## src/rtl/apb4_master_bridge_pkg.sv

```systemverilog
// Purpose : shared types and helpers for the APB4 initiator bridge.
// Contents: FSM state encoding, default PPROT value, timeout counter width helper.
package apb4_master_bridge_pkg;

    // Bridge FSM states (2-bit encoding)
    typedef enum logic [1:0] {
        APB4_MST_IDLE   = 2'd0,
        APB4_MST_SETUP  = 2'd1,
        APB4_MST_ACCESS = 2'd2,
        APB4_MST_RESP   = 2'd3
    } apb4_mst_state_e;

    localparam int unsigned PPROT_W = 3;

    // PPROT value driven out of reset: normal, secure, data access
    localparam logic [PPROT_W-1:0] APB4_MST_PPROT_DEFAULT = 3'b000;

    // Timeout counter width; a disabled timeout (limit 0) still needs one bit
    function automatic int unsigned apb4_mst_tmo_width(input int unsigned limit);
        int unsigned w;
        w = (limit == 0) ? 1 : $clog2(limit + 1);
        return (w == 0) ? 1 : w;
    endfunction

endpackage : apb4_master_bridge_pkg

```

## src/rtl/apb4_mst_timeout.sv

```systemverilog
// Purpose : saturating cycle counter that flags the last allowed cycle of a
//           bounded wait. Reusable by any initiator needing a response bound.
// Ports   : pclk, presetn (sync, active-low)
//           clr_i    - restart counting from zero
//           en_i     - count this cycle
//           expire_o - registered; high while the count equals LIMIT-1
//                      (never high when LIMIT is 0)
module apb4_mst_timeout
    import apb4_master_bridge_pkg::*;
#(
    parameter int unsigned LIMIT = 256
) (
    input  logic pclk,
    input  logic presetn,
    input  logic clr_i,
    input  logic en_i,
    output logic expire_o
);

    localparam int unsigned CNT_W = apb4_mst_tmo_width(LIMIT);
    localparam logic [CNT_W-1:0] CNT_MAX = {CNT_W{1'b1}};
    localparam logic [CNT_W-1:0] CNT_LAST = CNT_W'((LIMIT == 0) ? 0 : LIMIT - 1);

    logic [CNT_W-1:0] cnt_q, cnt_d;
    logic             expire_q, expire_d;

    // Next count: clear wins over enable, hold at all-ones instead of wrapping
    always_comb begin
        cnt_d = cnt_q;
        if (clr_i) begin
            cnt_d = '0;
        end else if (en_i && (cnt_q != CNT_MAX)) begin
            cnt_d = cnt_q + CNT_W'(1);
        end
        // Flag tracks the count it is registered with, so it stays a pure flop output
        expire_d = (LIMIT != 0) && (cnt_d == CNT_LAST);
    end

    always_ff @(posedge pclk) begin
        if (!presetn) begin
            cnt_q    <= '0;
            expire_q <= 1'b0;
        end else begin
            cnt_q    <= cnt_d;
            expire_q <= expire_d;
        end
    end

    assign expire_o = expire_q;

endmodule : apb4_mst_timeout

```

## src/rtl/apb4_master_bridge.sv

```systemverilog
// Purpose : single-outstanding APB4 initiator converting a valid/ready
//           request/response channel into APB4 SETUP/ACCESS transfers, with a
//           programmable PREADY timeout so every accepted request is answered.
// Ports   : pclk, presetn (sync, active-low)
//           req_*  - request channel (valid/ready, addr, write, wdata, strb, prot)
//           rsp_*  - response channel (valid/ready, rdata, err, timeout)
//           p*_o   - APB4 initiator outputs; pready_i/prdata_i/pslverr_i from slave
//           busy_o - high whenever a transfer is in flight (state not IDLE)
module apb4_master_bridge
    import apb4_master_bridge_pkg::*;
#(
    parameter int unsigned ADDR_WIDTH     = 32,
    parameter int unsigned DATA_WIDTH     = 32,
    parameter int unsigned TIMEOUT_CYCLES = 256
) (
    input  logic                    pclk,
    input  logic                    presetn,
    // request channel
    input  logic                    req_valid_i,
    output logic                    req_ready_o,
    input  logic [ADDR_WIDTH-1:0]   req_addr_i,
    input  logic                    req_write_i,
    input  logic [DATA_WIDTH-1:0]   req_wdata_i,
    input  logic [DATA_WIDTH/8-1:0] req_strb_i,
    input  logic [2:0]              req_prot_i,
    // response channel
    output logic                    rsp_valid_o,
    input  logic                    rsp_ready_i,
    output logic [DATA_WIDTH-1:0]   rsp_rdata_o,
    output logic                    rsp_err_o,
    output logic                    rsp_timeout_o,
    // APB4 initiator
    output logic [ADDR_WIDTH-1:0]   paddr_o,
    output logic [2:0]              pprot_o,
    output logic                    psel_o,
    output logic                    penable_o,
    output logic                    pwrite_o,
    output logic [DATA_WIDTH-1:0]   pwdata_o,
    output logic [DATA_WIDTH/8-1:0] pstrb_o,
    input  logic                    pready_i,
    input  logic [DATA_WIDTH-1:0]   prdata_i,
    input  logic                    pslverr_i,
    // status
    output logic                    busy_o
);

    localparam int unsigned STRB_W = DATA_WIDTH / 8;

    apb4_mst_state_e state_q, state_d;

    logic [ADDR_WIDTH-1:0] paddr_q, paddr_d;
    logic [2:0]            pprot_q, pprot_d;
    logic                  psel_q, psel_d;
    logic                  penable_q, penable_d;
    logic                  pwrite_q, pwrite_d;
    logic [DATA_WIDTH-1:0] pwdata_q, pwdata_d;
    logic [STRB_W-1:0]     pstrb_q, pstrb_d;

    logic                  rsp_valid_q, rsp_valid_d;
    logic [DATA_WIDTH-1:0] rsp_rdata_q, rsp_rdata_d;
    logic                  rsp_err_q, rsp_err_d;
    logic                  rsp_timeout_q, rsp_timeout_d;

    logic tmo_clr, tmo_en, tmo_expire;

    // Bounds the ACCESS phase; cleared during SETUP so ACCESS starts at zero
    apb4_mst_timeout #(
        .LIMIT (TIMEOUT_CYCLES)
    ) u_timeout (
        .pclk     (pclk),
        .presetn  (presetn),
        .clr_i    (tmo_clr),
        .en_i     (tmo_en),
        .expire_o (tmo_expire)
    );

    // Ready is forced low while reset is applied so nothing is offered pre-release
    assign req_ready_o = presetn && (state_q == APB4_MST_IDLE);
    assign busy_o      = (state_q != APB4_MST_IDLE);

    // Next-state and registered-output decode
    always_comb begin
        state_d       = state_q;
        paddr_d       = paddr_q;
        pprot_d       = pprot_q;
        pwrite_d      = pwrite_q;
        pwdata_d      = pwdata_q;
        pstrb_d       = pstrb_q;
        rsp_rdata_d   = rsp_rdata_q;
        rsp_err_d     = rsp_err_q;
        rsp_timeout_d = rsp_timeout_q;
        psel_d        = 1'b0;
        penable_d     = 1'b0;
        rsp_valid_d   = 1'b0;
        tmo_clr       = 1'b0;
        tmo_en        = 1'b0;

        unique case (state_q)
            APB4_MST_IDLE: begin
                if (req_valid_i && req_ready_o) begin
                    paddr_d  = req_addr_i;
                    pprot_d  = req_prot_i;
                    pwrite_d = req_write_i;
                    pwdata_d = req_wdata_i;
                    // Reads must present an all-zero strobe
                    pstrb_d  = req_write_i ? req_strb_i : '0;
                    psel_d   = 1'b1;
                    state_d  = APB4_MST_SETUP;
                end
            end

            APB4_MST_SETUP: begin
                psel_d    = 1'b1;
                penable_d = 1'b1;
                tmo_clr   = 1'b1;
                state_d   = APB4_MST_ACCESS;
            end

            APB4_MST_ACCESS: begin
                psel_d    = 1'b1;
                penable_d = 1'b1;
                tmo_en    = 1'b1;
                // Slave response takes priority over a coincident timeout
                if (pready_i) begin
                    rsp_rdata_d   = pwrite_q ? '0 : prdata_i;
                    rsp_err_d     = pslverr_i;
                    rsp_timeout_d = 1'b0;
                    psel_d        = 1'b0;
                    penable_d     = 1'b0;
                    rsp_valid_d   = 1'b1;
                    state_d       = APB4_MST_RESP;
                end else if (tmo_expire) begin
                    rsp_rdata_d   = '0;
                    rsp_err_d     = 1'b1;
                    rsp_timeout_d = 1'b1;
                    psel_d        = 1'b0;
                    penable_d     = 1'b0;
                    rsp_valid_d   = 1'b1;
                    state_d       = APB4_MST_RESP;
                end
            end

            APB4_MST_RESP: begin
                rsp_valid_d = 1'b1;
                if (rsp_ready_i) begin
                    rsp_valid_d = 1'b0;
                    state_d     = APB4_MST_IDLE;
                end
            end

            default: begin
                state_d = APB4_MST_IDLE;
            end
        endcase
    end

    // State and output registers
    always_ff @(posedge pclk) begin
        if (!presetn) begin
            state_q       <= APB4_MST_IDLE;
            paddr_q       <= '0;
            pprot_q       <= APB4_MST_PPROT_DEFAULT;
            psel_q        <= 1'b0;
            penable_q     <= 1'b0;
            pwrite_q      <= 1'b0;
            pwdata_q      <= '0;
            pstrb_q       <= '0;
            rsp_valid_q   <= 1'b0;
            rsp_rdata_q   <= '0;
            rsp_err_q     <= 1'b0;
            rsp_timeout_q <= 1'b0;
        end else begin
            state_q       <= state_d;
            paddr_q       <= paddr_d;
            pprot_q       <= pprot_d;
            psel_q        <= psel_d;
            penable_q     <= penable_d;
            pwrite_q      <= pwrite_d;
            pwdata_q      <= pwdata_d;
            pstrb_q       <= pstrb_d;
            rsp_valid_q   <= rsp_valid_d;
            rsp_rdata_q   <= rsp_rdata_d;
            rsp_err_q     <= rsp_err_d;
            rsp_timeout_q <= rsp_timeout_d;
        end
    end

    assign paddr_o       = paddr_q;
    assign pprot_o       = pprot_q;
    assign psel_o        = psel_q;
    assign penable_o     = penable_q;
    assign pwrite_o      = pwrite_q;
    assign pwdata_o      = pwdata_q;
    assign pstrb_o       = pstrb_q;
    assign rsp_valid_o   = rsp_valid_q;
    assign rsp_rdata_o   = rsp_rdata_q;
    assign rsp_err_o     = rsp_err_q;
    assign rsp_timeout_o = rsp_timeout_q;

endmodule : apb4_master_bridge
```

## config.mk

```make
export PLATFORM = sky130hd
export DESIGN_NAME = apb4_master_bridge
export DESIGN_NICKNAME = d
export VERILOG_FILES = /design/src/rtl/apb4_master_bridge_pkg.sv /design/src/rtl/apb4_mst_timeout.sv /design/src/rtl/apb4_master_bridge.sv
export SDC_FILE = /design/constraint.sdc
export NUM_CORES = 1
export LEC_CHECK = 0
export BUFFER_PORTS_ARGS = -buffer_cell sky130_fd_sc_hd__buf_2
export CAP_MARGIN = 20
export CORE_MARGIN = 2
export CORE_UTILIZATION = 45
export DETAILED_ROUTE_END_ITERATION = 8
export HOLD_SLACK_MARGIN = 0.08
export MAX_ROUTING_LAYER = met4
export PLACE_DENSITY_LB_ADDON = 0.12
export SLEW_MARGIN = 20
export SYNTH_ARGS = -nofsm -noshare
export SYNTH_HDL_FRONTEND = slang
export SYNTH_SLANG_ARGS = --single-unit
```

## constraint.sdc

```tcl
create_clock -name pclk -period 2.2 [get_ports pclk]
set_input_delay 0.33 -clock pclk [delete_from_list [all_inputs] [get_ports pclk]]
set_output_delay 0.33 -clock pclk [all_outputs]
set_load 0.02 [all_outputs]
```

# After elaboration in Yosys (flattened, before gate mapping)
# Index checks and enable logic that the tools add are counted.
dict set report totals {
  regBits 121
  latch_bits 0
  ramBits 0
  mem_bits_ro 0
  inputBits 110
  out_inout_bits 111
  n_memories 0
}
dict set report op_classes {
  add_sub_neg 1
  mul 0
  div 0
  order_cmp 0
  n_eq_ne 8
  shifts 0
  muxes 25
  bitwise_logic 0
  reduce_logical 9
}
# operator count
set ops {}
lappend ops {{32-bit two-way mux} 3}
lappend ops {{9-bit two-way mux} 2}
lappend ops {{1-bit two-way mux} 11}
lappend ops {{9-bit by 1-bit adder with 9-bit output, second input constant} 1}
lappend ops {{9-bit by 8-bit == test with 1-bit output, second input constant} 1}
lappend ops {{9-bit != test, second input constant} 1}
lappend ops {{2-bit two-way mux} 4}
lappend ops {{2-bit case mux with 4 select lines} 1}
lappend ops {{2-bit == test, second input constant} 2}
lappend ops {{4-bit two-way mux} 1}
lappend ops {{1-bit case mux with 2 select lines} 2}
lappend ops {{2-bit AND reduction} 2}
lappend ops {{2-bit nonzero test} 2}
lappend ops {{1-bit logical AND} 3}
lappend ops {{3-bit by 2-bit != test with 1-bit output, second input constant} 1}
lappend ops {{1-bit case mux with 3 select lines} 1}
lappend ops {{3-bit AND reduction} 1}
lappend ops {{2-bit by 1-bit == test with 1-bit output, second input constant} 1}
lappend ops {{2-bit zero test} 1}
lappend ops {{2-bit by 1-bit != test with 1-bit output, second input constant} 1}
lappend ops {{2-bit != test, second input constant} 1}

# Logic depth before layout (Yosys ltp)
# Gate-level depths: netlist (run 1).
dict set report depth {
  depth_word 6
  depth_mapped 9
}

# By module
# From an unflattened synthesis (run 1), not the netlist that was laid out.
dict set report unflattened {
  cells_unflattened 556
  hier_area_um2 4669.5
}
# mod instances cells_per_inst area_each_um2
set by_module_without_submodules {}
lappend by_module_without_submodules {apb4_master_bridge 1 497 4134.0}
lappend by_module_without_submodules {apb4_mst_timeout 1 59 535.5}

# Least setup slack after synthesis (run 1)
# OpenSTA, ideal clock, no wires.
dict set report synth_path {
  kind {reg-to-reg}
  start {register u_timeout.cnt_q[0]}
  end {register u_timeout.expire_q, in the netlist u_timeout.expire_o}
  setup_time_ps 60
  arrival_time_ps 1720
  t_required_ps 2140
  slack_ps 420
  stages_incl_launch_ff 10
  path_buffers 1
  cell_sequence {dfxtp_1 ha_1 nand2_1 nor3_1 ha_1 nor2b_4 buf_6 mux2i_1 and4bb_1 o2111a_1}
}
dict set report synth_between {
  elab_chain_len 5
  word_cells_on_any_way 6
  cone_classes {1 x add/sub; 2 x eq/ne; 2 x mux; 1 x reduce/logical}
}
# item line
set synth_lines {}
lappend synth_lines {{from (decl)} apb4_mst_timeout.sv:24} ;# logic [CNT_W-1:0] cnt_q, cnt_d;
lappend synth_lines {{from (signal assigned)} apb4_mst_timeout.sv:44} ;# cnt_q <= cnt_d;
lappend synth_lines {{parallel branches: the longest is 2 deep, another holds 9-bit by 1-bit adder with 9-bit output} --}
lappend synth_lines {{9-bit two-way mux *} apb4_mst_timeout.sv:32} ;# end else if (en_i && (cnt_q != CNT_MAX)) begin
lappend synth_lines {{9-bit two-way mux *} apb4_mst_timeout.sv:30} ;# if (clr_i) begin
lappend synth_lines {{9-bit by 8-bit == test with 1-bit output *} apb4_mst_timeout.sv:36} ;# expire_d = (LIMIT != 0) && (cnt_d == CNT_LAST);
lappend synth_lines {{to (signal assigned)} apb4_mst_timeout.sv:45} ;# expire_q <= expire_d;
lappend synth_lines {{to (decl)} apb4_mst_timeout.sv:25} ;# logic expire_q, expire_d;
# Mark *: on every way between the ends.
# A chain may end at the register's enable or synchronous reset.

# Worst setup path in the final report (run 1)
# Same ends and word-level chain as after synthesis.

==> results by group, run 1 <==
Global routing
  • Vias in the first global route: 4,803
  • First-pass GRT wire length: 22.7 mm
  • Pin count of the biggest net entering global routing: 114
  • Gr ovfl total: 0
  • GRT Util Overall: 26.3%
  • Antenna violations before repair: 0

Worst hold path
  • Hold WC Path Type: in2reg
  • Worst Hold Depth: 3
  • Hold Path Origin: req_strb_i[2]

Worst setup path
  • R2r setup slk: 0.16 ns
  • WP data required: 2.59 ns
  • Reg2reg start: u_timeout.cnt_q[0]
  • Critical Path AT: 2.43 ns
  • CP Max Fanout: 6
  • CP endpoint kind: register
  • Worst R2R Path Depth: 8
  • Worst setup SP type: register
  • Worst setup path start: u_timeout.cnt_q[0]
  • Critical path class: reg2reg

Routing
  • Drt total wl: 13.9 mm
  • Post-route ant nets: 0
  • Routed WL per cell: 13.9 um
  • DRC: 0
  • Initial DRC Count: 338
  • DR top layer: met4
  • Vias: 4,859
  • DR vias/cell: 4.86
  • Pre-antenna DRT Iters: 4
  • Routed wl met2: 6.65 mm
  • Met1 wire length: 5.90 mm
  • Met3 wire len: 969 um

Yosys
  • Post-Synthesis Cells: 552
  • Post-Syn Area: 0.00457 sq mm
  • Synthesized area per cell: 8.28 sq um
  • Synth Area in Simple Gates: 23.1%
  • Post-Syn Nets: 668
  • Post-Synth Adder-Cell Area: 1.64%
  • Post-Synth XOR/XNOR Area: 1.34%
  • Seq/Total Area, Yosys: 53.0%
  • Yosys cell types: 36
  • Largest family of logic cells by synthesized area: simple AND/OR/NAND/NOR gates
  • Synth Register Bits: 121
  • Post-synthesis mux area share: 0.876%
  • Synth Area in Compound Gates: 15.3%
  • Synthesis warning total: 0

Clocking
  • Clk Latency, worst-skew pair: 0.51 ns
  • CTS tree: done
  • Hold buffer count at cts: 97
  • Post-cts repair resize count: 0
  • Clock tree sinks: 121
  • CTS clock-pin slew for the worst setup and hold paths: 0.05 ns
  • CTS max path bufs: 2
  • CTS H-tree depth: 4
  • Post-CTS setup buffers: 0
  • TritonCTS buffer count: 17
  • Root buf cell: clkbuf_8

STA
  • Final hold vios: 0
  • Final-report max-slew violation count: 0
  • FMAX: 0.491 GHz
  • Final Skew: 0.00813 ns
  • Minimum clock period: 2.04 ns
  • RSZ-0062 raised after global routing: false
  • Endpoints failing setup: 0
  • Setup_tns: 0 ns
  • Slew margin rel.: 70.2%
  • Fin crit share: 92.7%
  • Tightest Pin Transition: 0.447 ns

Cells and area
  • Sequential cell area: 0.00242 sq mm
  • Nets: 970
  • Filler cells: 725
  • N_diodes: 0
  • Area of the multi-input gates: 0.00195 sq mm
  • Area growth syn-to-layout: 59.2%
  • Ratio of cells with drive above 1 in the final layout: 30.3%

Floorplanning
  • Die Width: 105 um
  • Area of the core: 0.00982 sq mm
  • Starting Density: 46.5%
  • Chip Height: 105 um
  • Std-Cell Rows: 36
  • Ports: 221
  • Die area: 0.0110 sq mm

Power and ir drop
  • Comb pwr share: 23.8%
  • Sw frac: 31.1%
  • Clk pwr share: 37.8%
  • Reg power frac: 38.4%
  • Power Dens Cells: 947 mW/mm^2
  • NetSw: 2.15 mW
  • Tot Pwr: 6.90 mW
  • Leak Pwr: 3.29 nW
  • Max VDD drop: 673 uV
  • Internal power: 4.75 mW

Placement
  • Final HPWL DP: 8.30 mm
  • GPL Wtd Cong: 0.866
  • I/O Buffers: 220

Run status
  • Outcome: complete, no violations

Job
  • Max_cap viols: 0
==> metrics by stage <==
stage	instance area (sq um)	utilization (%)	hold WS [ns]	cells	worst slack, ns
5_1_grt	7280	74.1	0.104	1000	0.0143
3_3_place_gp	5750	58.5	0.440	871	0.349
3_5_place_dp	5750	58.5	0.445	871	0.236
6_report	7280	74.1	0.109	1000	0.161
4_1_cts	7280	74.1	0.0814	1000	0.184
2_1_floorplan	4570	-	0.439	552	0.420
==> logic make-up (layout without fill, tap and decap cells) <==
group | count (synthesis) | after routing
buffers and inverters | 46 | 361
AO/OA/AOI/OAI | 117 | 117
multiplexers | 4 | 4
XOR/XNOR | 7 | 7
adder cells (fa/ha/maj) | 6 | 6
AND/OR/NAND/NOR | 251 | 251
flip-flops | 121 | 121
==> flip-flops by register name (all words and copies together) (netlist names), 2 cells and up <==
| signal | flops |
|---|---|
| paddr_o | 32 |
| u_timeout.cnt_q | 9 |
| state_q | 2 |
| pprot_o | 3 |
| rsp_rdata_o | 32 |
| pstrb_o | 4 |
| pwdata_o | 32 |
==> area by class of cell <==
class | count | area share (%)
sequential | 121 | 33.3
timing repair buffer | 324 | 29.7
multi-input combinational | 385 | 26.7
clock buffer | 20 | 5.98
tap | 133 | 2.29
clock inverter | 12 | 1.72
inverter | 5 | 0.258
==> worst paths after layout <==
path | end
worst min-delay path | pstrb_o[2]
worst min register to register | pstrb_o[3]
worst max-delay path | u_timeout.expire_o
worst max register to register | u_timeout.expire_o
==> worst max-delay path, stage by stage (launching register included) <==
cell and delay [ns]:
dfxtp_1 0.43, ha_1 0.31, nand2_1 0.10, nor3_1 0.18, ha_1 0.26, nand4b_1 0.18
xnor2_1 0.08, and3_1 0.18, o2111a_1 0.21
==> per-layer routing <==
layer,vias up,GRT usage [%]
met5,-,-
met2,197,42.5
met1,2209,30.7
li1,2420,-
met4,0,11.6
met3,33,7.17
==> layout by cell type (no fill, tap or decap), types with 6 or more instances in the layout <==
master	n
clkbuf_16	16
ha_1	6
a21boi_0	36
nand3_1	37
buf_2	219
nand2_1	180
dfxtp_1	121
nor2_1	14
dlygate4sd3_1	97
o21ai_0	68
==> synthesized netlist by cell type (all sizes together) <==
cell type    n  area (sq um)
nor2b        5          38.8
nor3b        1          7.51
and2         1          6.26
xnor2        2          17.5
a21boi      37           278
o221a        1          11.3
nand4b       1          8.76
nor2        14          52.6
buf         20           119
o21ai       69           345
nor3         1          5.00
nand3       37           185
inv          5          18.8
a21oi        5          25.0
a31oi        1          6.26
o2111a       1          11.3
and3         4          25.0
nand2b       2          12.5
o21a         1          7.51
xor2         5          43.8
nand2      180           676
mux2i        4          40.0
ha           6          75.1
o31ai        1          7.51
nand4        3          18.8
and4bb       1          12.5
dfxtp      121          2420
a221oi       1          8.76
or3          1          6.26
clkbuf      21          78.8
==> power by group through the flow <==
stage / logic [mW] / clock network [mW] / registers (mW)
floorplan: 0.609 / 0 / 3.02
global placement: 1.46 / 0 / 2.67
detailed placement: 1.49 / 0 / 2.68
CTS: 1.62 / 2.66 / 2.64
global route: 1.78 / 2.78 / 2.68
finish: 1.64 / 2.61 / 2.65
Note: power is estimated with default switching activity, not from simulation.
==> run 2, diff against run 1 <==
--- a/config.mk
+++ b/config.mk
@@ -13,6 +13,7 @@
 export HOLD_SLACK_MARGIN = 0.08
 export MAX_ROUTING_LAYER = met4
 export PLACE_DENSITY_LB_ADDON = 0.12
+export REMOVE_ABC_BUFFERS = 1
 export SLEW_MARGIN = 20
 export SYNTH_ARGS = -nofsm -noshare
 export SYNTH_HDL_FRONTEND = slang
==> run 2 against run 1 <==
  * Count of clock-buffer cells in the layout down 2
  * Register-to-register slack gained 0.07 ns
  * Total power fell by 1.5%
  * Critical path depth stayed put
  * Via count is 1.1% lower
  * Sequential cell count is the same
  * Hold slack worse by 0.0022 ns
  * Critical path type unchanged
  * Worst setup slack improved by 0.075 ns
  * First-iteration DRC count is 17% lower
  * Final area fell by 0.95%
==> results by group, run 2 (synthesis results as in run 1) <==
Placement
  • Final HPWL DP: 8.55 mm
  • Post-place instance area: 0.00575 sq mm
  • I/O Buffers: 220
  • GPL Wtd Cong: 0.798

STA
  • FMAX: 0.509 GHz
  • RSZ-0062 raised after global routing: false
  • Final hold vios: 0
  • Minimum clock period: 1.96 ns
  • Fin crit share: 89.3%
  • Slew margin rel.: 53.8%
  • Tightest Pin Transition: 0.693 ns
  • Final Skew: 0.00577 ns
  • Setup_tns: 0 ns
  • Endpoints failing setup: 0
  • Final-report max-slew violation count: 0

Global routing
  • GRT Util Overall: 26.1%
  • First-pass GRT wire length: 22.4 mm
  • Antenna violations before repair: 0
  • Vias in the first global route: 4,814
  • Gr ovfl total: 0
  • Pin count of the biggest net entering global routing: 69

Clocking
  • CTS H-tree depth: 4
  • CTS clock-pin slew for the worst setup and hold paths: 0.06 ns
  • Clk Latency, worst-skew pair: 0.50 ns
  • Post-cts repair resize count: 0
  • Root buf cell: clkbuf_8
  • Clock tree sinks: 121
  • Post-CTS setup buffers: 0
  • CTS tree: done
  • Hold buffer count at cts: 91
  • TritonCTS buffer count: 17
  • CTS max path bufs: 2

Worst setup path
  • Worst R2R Path Depth: 8
  • Most frequent CP cell: ha_1
  • Worst setup path start: u_timeout.cnt_q[0]
  • Reg2reg start: u_timeout.cnt_q[0]
  • Critical path class: reg2reg
  • CP Max Fanout: 10
  • Cell family with most CP delay: simple AND/OR/NAND/NOR gates
  • Critical Path Max Stage Delay: 0.36 ns
  • Critical Path AT: 2.41 ns
  • R2R Path End: u_timeout.expire_o
  • CP endpoint kind: register
  • WP data required: 2.65 ns
  • CP cell instances: ha_1, nand2_1, nor3_1, ha_1, nor2b_4, mux2i_1, and4bb_1, o2111a_1
  • R2r setup slk: 0.24 ns
  • Slowest cell on the critical path: dfxtp_1
  • Buf/Inv on CP: 0
  • Worst setup SP type: register

Routing
  • Vias: 4,805
  • Post-route ant nets: 0
  • Routed WL per cell: 14.0 um
  • Initial DRC Count: 280
  • DRC: 0
  • Drt total wl: 13.9 mm
  • Pre-antenna DRT Iters: 4
  • DR vias/cell: 4.83

Floorplanning
  • Die Width: 105 um
  • Std-Cell Rows: 36
  • Ports: 221
  • Chip Height: 105 um
  • Starting Density: 46.5%
  • Die area: 0.0110 sq mm
  • Area of the core: 0.00982 sq mm

Cells and area
  • N_diodes: 0
  • Most common cell after layout, fill and taps aside: buf_2
  • Final instance area: 0.00721 sq mm
  • Most frequent cells in the layout: buf_2, nand2_1, dfxtp_1
  • Nets: 965
  • Area growth syn-to-layout: 57.7%
  • Fin util: 73.4%
  • Ratio of cells with drive above 1 in the final layout: 30.7%

Job
  • Max_cap viols: 0

Worst hold path
  • Worst Hold Depth: 3
  • Hold Path Origin: prdata_i[31]
  • Worst Hold Endpoint: rsp_rdata_o[31]
  • Hold WC Path Type: in2reg

Power and ir drop
  • Power Dens Cells: 942 mW/mm^2
  • Leak Pwr: 3.25 nW
  • Max VDD drop: 654 uV

Run status
  • Outcome: complete, no violations
## run 2: cell count changes in the layout (fill, tap and decap cells not counted), sizes merged
cell / delta
inv: +1
buf: +1
dlygate4sd3: -6
bufinv: -1
clkinvlp: +2
clkbuf: -2
## run 2: how the worst max path moves through the flow
| stage | to | slack, ns | depth (start not counted) |
|---|---|---|---|
| after floorplan | paddr_o[0] | -0.99 | 4 |
| after global placement | u_timeout.expire_o | 0.33 | 8 |
| after detailed placement | u_timeout.expire_o | 0.25 | 8 |
| after CTS | u_timeout.expire_o | 0.24 | 8 |
| after global routing | u_timeout.expire_o | 0.12 | 8 |
| final | u_timeout.expire_o | 0.24 | 8 |
## run 2: worst min-delay path, cell delays in order
cell	delay [ns]
buf_2	0.10
nand3_1	0.06
a21boi_0	0.07
## run 2: cell type report
class / count / area (sq um)
clock inverter: 14 / 126
sequential: 121 / 2420
fill: 724 / 2610
timing repair buffer: 319 / 2110
clock buffer: 18 / 418
inverter: 5 / 18.8
multi-input combinational: 385 / 1950
tap: 133 / 166
## run 2: where the power goes
group          internal [mW]  leakage (nW)  switching, mW
sequential              2.49         0.987          0.160
clock                   1.50         0.254           1.00
combinational          0.623          2.01           1.02
total                   4.61          3.25           2.18
## run 2: through the flow
stage               std cells  setup WS (ns)  power (mW)  hold slack [ns]
finish                    995          0.236        6.79            0.106
global route              995          0.124        7.14            0.101
global placement          872          0.333        4.13            0.437
floorplan                 511         -0.986        3.54            0.439
CTS                       995          0.238        6.83           0.0809
detailed placement        872          0.255        4.17            0.445
## run 2: per-layer routing
| layer | track usage [%] | wire (um) | up-vias |
|---|---|---|---|
| met4 | 10.7 | 316 | 0 |
| met5 | - | 0 | - |
| li1 | - | - | 2415 |
| met1 | 29.4 | 5730 | 2147 |
| met3 | 6.67 | 981 | 30 |
| met2 | 44.0 | 6880 | 213 |
==> run 3, diff against run 2 <==
--- a/config.mk
+++ b/config.mk
@@ -5,10 +5,12 @@
 export SDC_FILE = /design/constraint.sdc
 export NUM_CORES = 1
 export LEC_CHECK = 0
+export ABC_AREA = 1
 export BUFFER_PORTS_ARGS = -buffer_cell sky130_fd_sc_hd__buf_2
 export CAP_MARGIN = 20
 export CORE_MARGIN = 2
 export CORE_UTILIZATION = 45
+export CTS_BUF_LIST = sky130_fd_sc_hd__clkbuf_16
 export DETAILED_ROUTE_END_ITERATION = 8
 export HOLD_SLACK_MARGIN = 0.08
 export MAX_ROUTING_LAYER = met4
==> run 3 against run 2 <==
  * Clock power up 22%
  * Utilization down 8.5 points
  * Hold slack better by 0.012 ns
  * Non-clock buffer count shrank 91
  * Global-route usage down 2.6 points
  * Via count fell by 5.2%
  * Register-to-register slack worse by 0.07 ns
  * Die area barely moved
  * Synthesized cell count increased by 6.0%
  * Critical path depth up 6
  * Worst setup slack got worse by 0.070 ns
  * Sequential share of layout area is 4.4 points higher
==> results by group, run 3 <==
Floorplanning
  • Starting Density: 46.6%
  • Ports: 221
  • Std-Cell Rows: 36
  • Die area: 0.0110 sq mm
  • Chip Height: 105 um
  • Area of the core: 0.00982 sq mm
  • Die Width: 105 um

STA
  • FMAX: 0.492 GHz
  • Final-report max-slew violation count: 0
  • Slew margin rel.: 57.5%
  • Final hold vios: 0
  • Final Skew: 0.00824 ns
  • Minimum clock period: 2.03 ns
  • Final WS setup: 0.166 ns
  • Fin crit share: 92.5%
  • Endpoints failing setup: 0
  • Tightest Pin Transition: 0.637 ns
  • Setup_tns: 0 ns

Yosys
  • Post-Synth XOR/XNOR Area: 0%
  • Largest family of logic cells by synthesized area: simple AND/OR/NAND/NOR gates
  • Synth Area in Compound Gates: 6.32%
  • EDFF count, synth: 0
  • Synthesis warning total: 0
  • Post-Synthesis Cells: 585
  • Post-synthesis mux area share: 0%
  • Synth Flop Type: dfxtp_1
  • Top cells by count, synth: nand2_1, dfxtp_1, nand3_1, a21oi_1, inv_1
  • Post-Synth Adder-Cell Area: 1.64%
  • Share of the synthesized area in the top cell type: 53.0%
  • Yosys cell types: 26
  • Post-Syn Area: 0.00457 sq mm
  • Most frequent cell after synthesis: nand2_1
  • Ranking of synthesized cells by area: dfxtp_1, nand2_1, nand3_1
  • Synth Area in Simple Gates: 31.9%
  • Seq/Total Area, Yosys: 53.0%
  • Synthesized area per cell: 7.82 sq um
  • Synth Register Bits: 121
  • Async S/R FF share, synth: 0%
  • Yosys top cell by area: dfxtp_1

Power and ir drop
  • Reg power frac: 35.6%
  • Clk pwr share: 40.5%
  • NetSw: 2.33 mW
  • Comb pwr share: 23.9%
  • Leak Pwr: 3.30 nW
  • Max VDD drop: 632 uV
  • Power Dens Cells: 1180 mW/mm^2
  • Internal power: 5.21 mW
  • Sw frac: 30.9%
  • Tot Pwr: 7.55 mW

Clocking
  • CTS tree: done
  • CTS clock-pin slew for the worst setup and hold paths: 0.05 ns
  • Clk Latency, worst-skew pair: 0.40 ns
  • CTS H-tree depth: 4
  • Post-CTS setup buffers: 0
  • CTS max path bufs: 2
  • Clock tree sinks: 121
  • Root buf cell: clkbuf_16
  • TritonCTS buffer count: 17

Routing
  • DRC: 0
  • Drt total wl: 12.3 mm
  • Initial DRC Count: 250
  • Post-route ant nets: 0
  • Pre-antenna DRT Iters: 5
  • Routed WL per cell: 13.1 um
  • DR vias/cell: 4.83
  • Vias: 4,553

Worst setup path
  • WP data required: 2.54 ns
  • Critical Path AT: 2.37 ns
  • Worst setup path start: u_timeout.cnt_q[0]
  • CP Max Fanout: 5
  • Worst setup SP type: register
  • Slowest cell on the critical path: dfxtp_1
  • Critical path class: reg2reg
  • Reg2reg start: u_timeout.cnt_q[0]
  • CP endpoint kind: register
  • CP cell instances: ha_1, nand2_2, inv_1, and3_1, ha_1, inv_2, nand3_2, nor2_4, nand2_1, nand2_1, nand2_1, nor2_1, nand2_1, nor2_1
  • Most frequent CP cell: nand2_1
  • Buf/Inv on CP: 2
  • Cell family with most CP delay: simple AND/OR/NAND/NOR gates
  • Critical Path Max Stage Delay: 0.33 ns

Global routing
  • Pin count of the biggest net entering global routing: 75
  • GR Layer Usage met3: 6.86%
  • Antenna violations before repair: 1
  • GR Layer Usage met2: 39.0%
  • Vias in the first global route: 4,536
  • M1 GR Usage: 26.8%
  • Gr ovfl total: 0
  • Top Usage Layer GRT: met2
  • First-pass GRT wire length: 20.5 mm
  • GRT Util Overall: 23.5%

Placement
  • Final HPWL DP: 8.73 mm
  • GPL Wtd Cong: 0.786
  • I/O Buffers: 220
  • Pre-CTS setup slack: 0.178 ns
  • Post-place instance area: 0.00570 sq mm

Cells and area
  • Final instance area: 0.00637 sq mm
  • Filler cells: 926
  • Fin util: 64.9%
  • Area of the multi-input gates: 0.00183 sq mm
  • Most frequent cells in the layout: buf_2, nand2_1, dfxtp_1
  • Sequential cell area: 0.00242 sq mm
  • Area growth syn-to-layout: 39.4%
  • Ratio of cells with drive above 1 in the final layout: 33.7%
  • Most common cell after layout, fill and taps aside: buf_2
  • Nets: 911

Worst hold path
  • Hold WC Path Type: in2reg
  • Hold Path Origin: req_wdata_i[2]

Run status
  • Outcome: complete, no violations

Job
  • Max_cap viols: 0
[run 3: cell count changes in the layout (fill, tap and decap cells not counted), moves of 4 or more]
cell           previous run  this run
bufinv_16                 1         6
mux2i_1                   4         0
inv_2                     0         6
a21oi_1                   5        41
dlygate4sd3_1            91         0
nand3_1                  37       112
nand2_1                 180       199
o21ai_0                  68         4
inv_1                     5        23
xor2_1                    5         0
a21boi_0                 36         0
[run 3: through the flow]
step | hold WS (ns) | std cells
global route | 0.110 | 942
finish | 0.118 | 942
global placement | 0.449 | 909
floorplan | 0.440 | 548
CTS | 0.0980 | 941
detailed placement | 0.452 | 909
[run 3: power groups by stage]
stage	logic [mW]	registers [mW]	clock network, mW
final	1.81	2.69	3.06
after global routing	2.00	2.72	3.22
after CTS	1.82	2.69	3.11
after detailed placement	1.81	2.72	0
after global placement	1.77	2.71	0
after floorplan	0.753	3.06	0
[run 3: area by class of cell]
class	instances	area share [%]
flip-flops and latches	121	38.0
clock inverters	15	3.63
repair buffers	228	18.6
inverters	28	1.65
multi-input cells	399	28.8
well taps	133	2.61
diodes	1	0.0393
clock buffers	17	6.67
[run 3: tightest hold or removal path, cell delays in order]
cell     delay, ns
buf_2         0.07
nand2_1       0.04
nand2_1       0.05
[run 3: final timing paths]
path,cells after the start,slack (ns),end
worst max-delay path,14,0.17,u_timeout.expire_o
worst min register to register,2,0.46,rsp_rdata_o[15]
worst min-delay path,3,0.12,pwdata_o[2]
worst max register to register,14,0.17,u_timeout.expire_o
[run 3: metal layers]
metal / up-vias / part of all wire, %
met3: 6 / 7.4
met2: 170 / 50
met4: 0 / 0.84
met1: 2065 / 41
met5: - / 0
li1: 2312 / -
[run 3: kinds of logic (layout without fill, tap and decap cells)]
group / Yosys count / after routing
AOI/OAI and AO/OA: 52 / 52
adders and majority gates: 6 / 6
buffers and inverters: 65 / 288
DFF: 121 / 121
other: 0 / 1
and+or+nand+nor: 341 / 341
[run 3: repair_timing]
action / 4_1_cts / 5_1_grt
hold buffers: 0 / 0
endpoints found under the setup margin: 0 / 1
gates resized for setup: 0 / 3
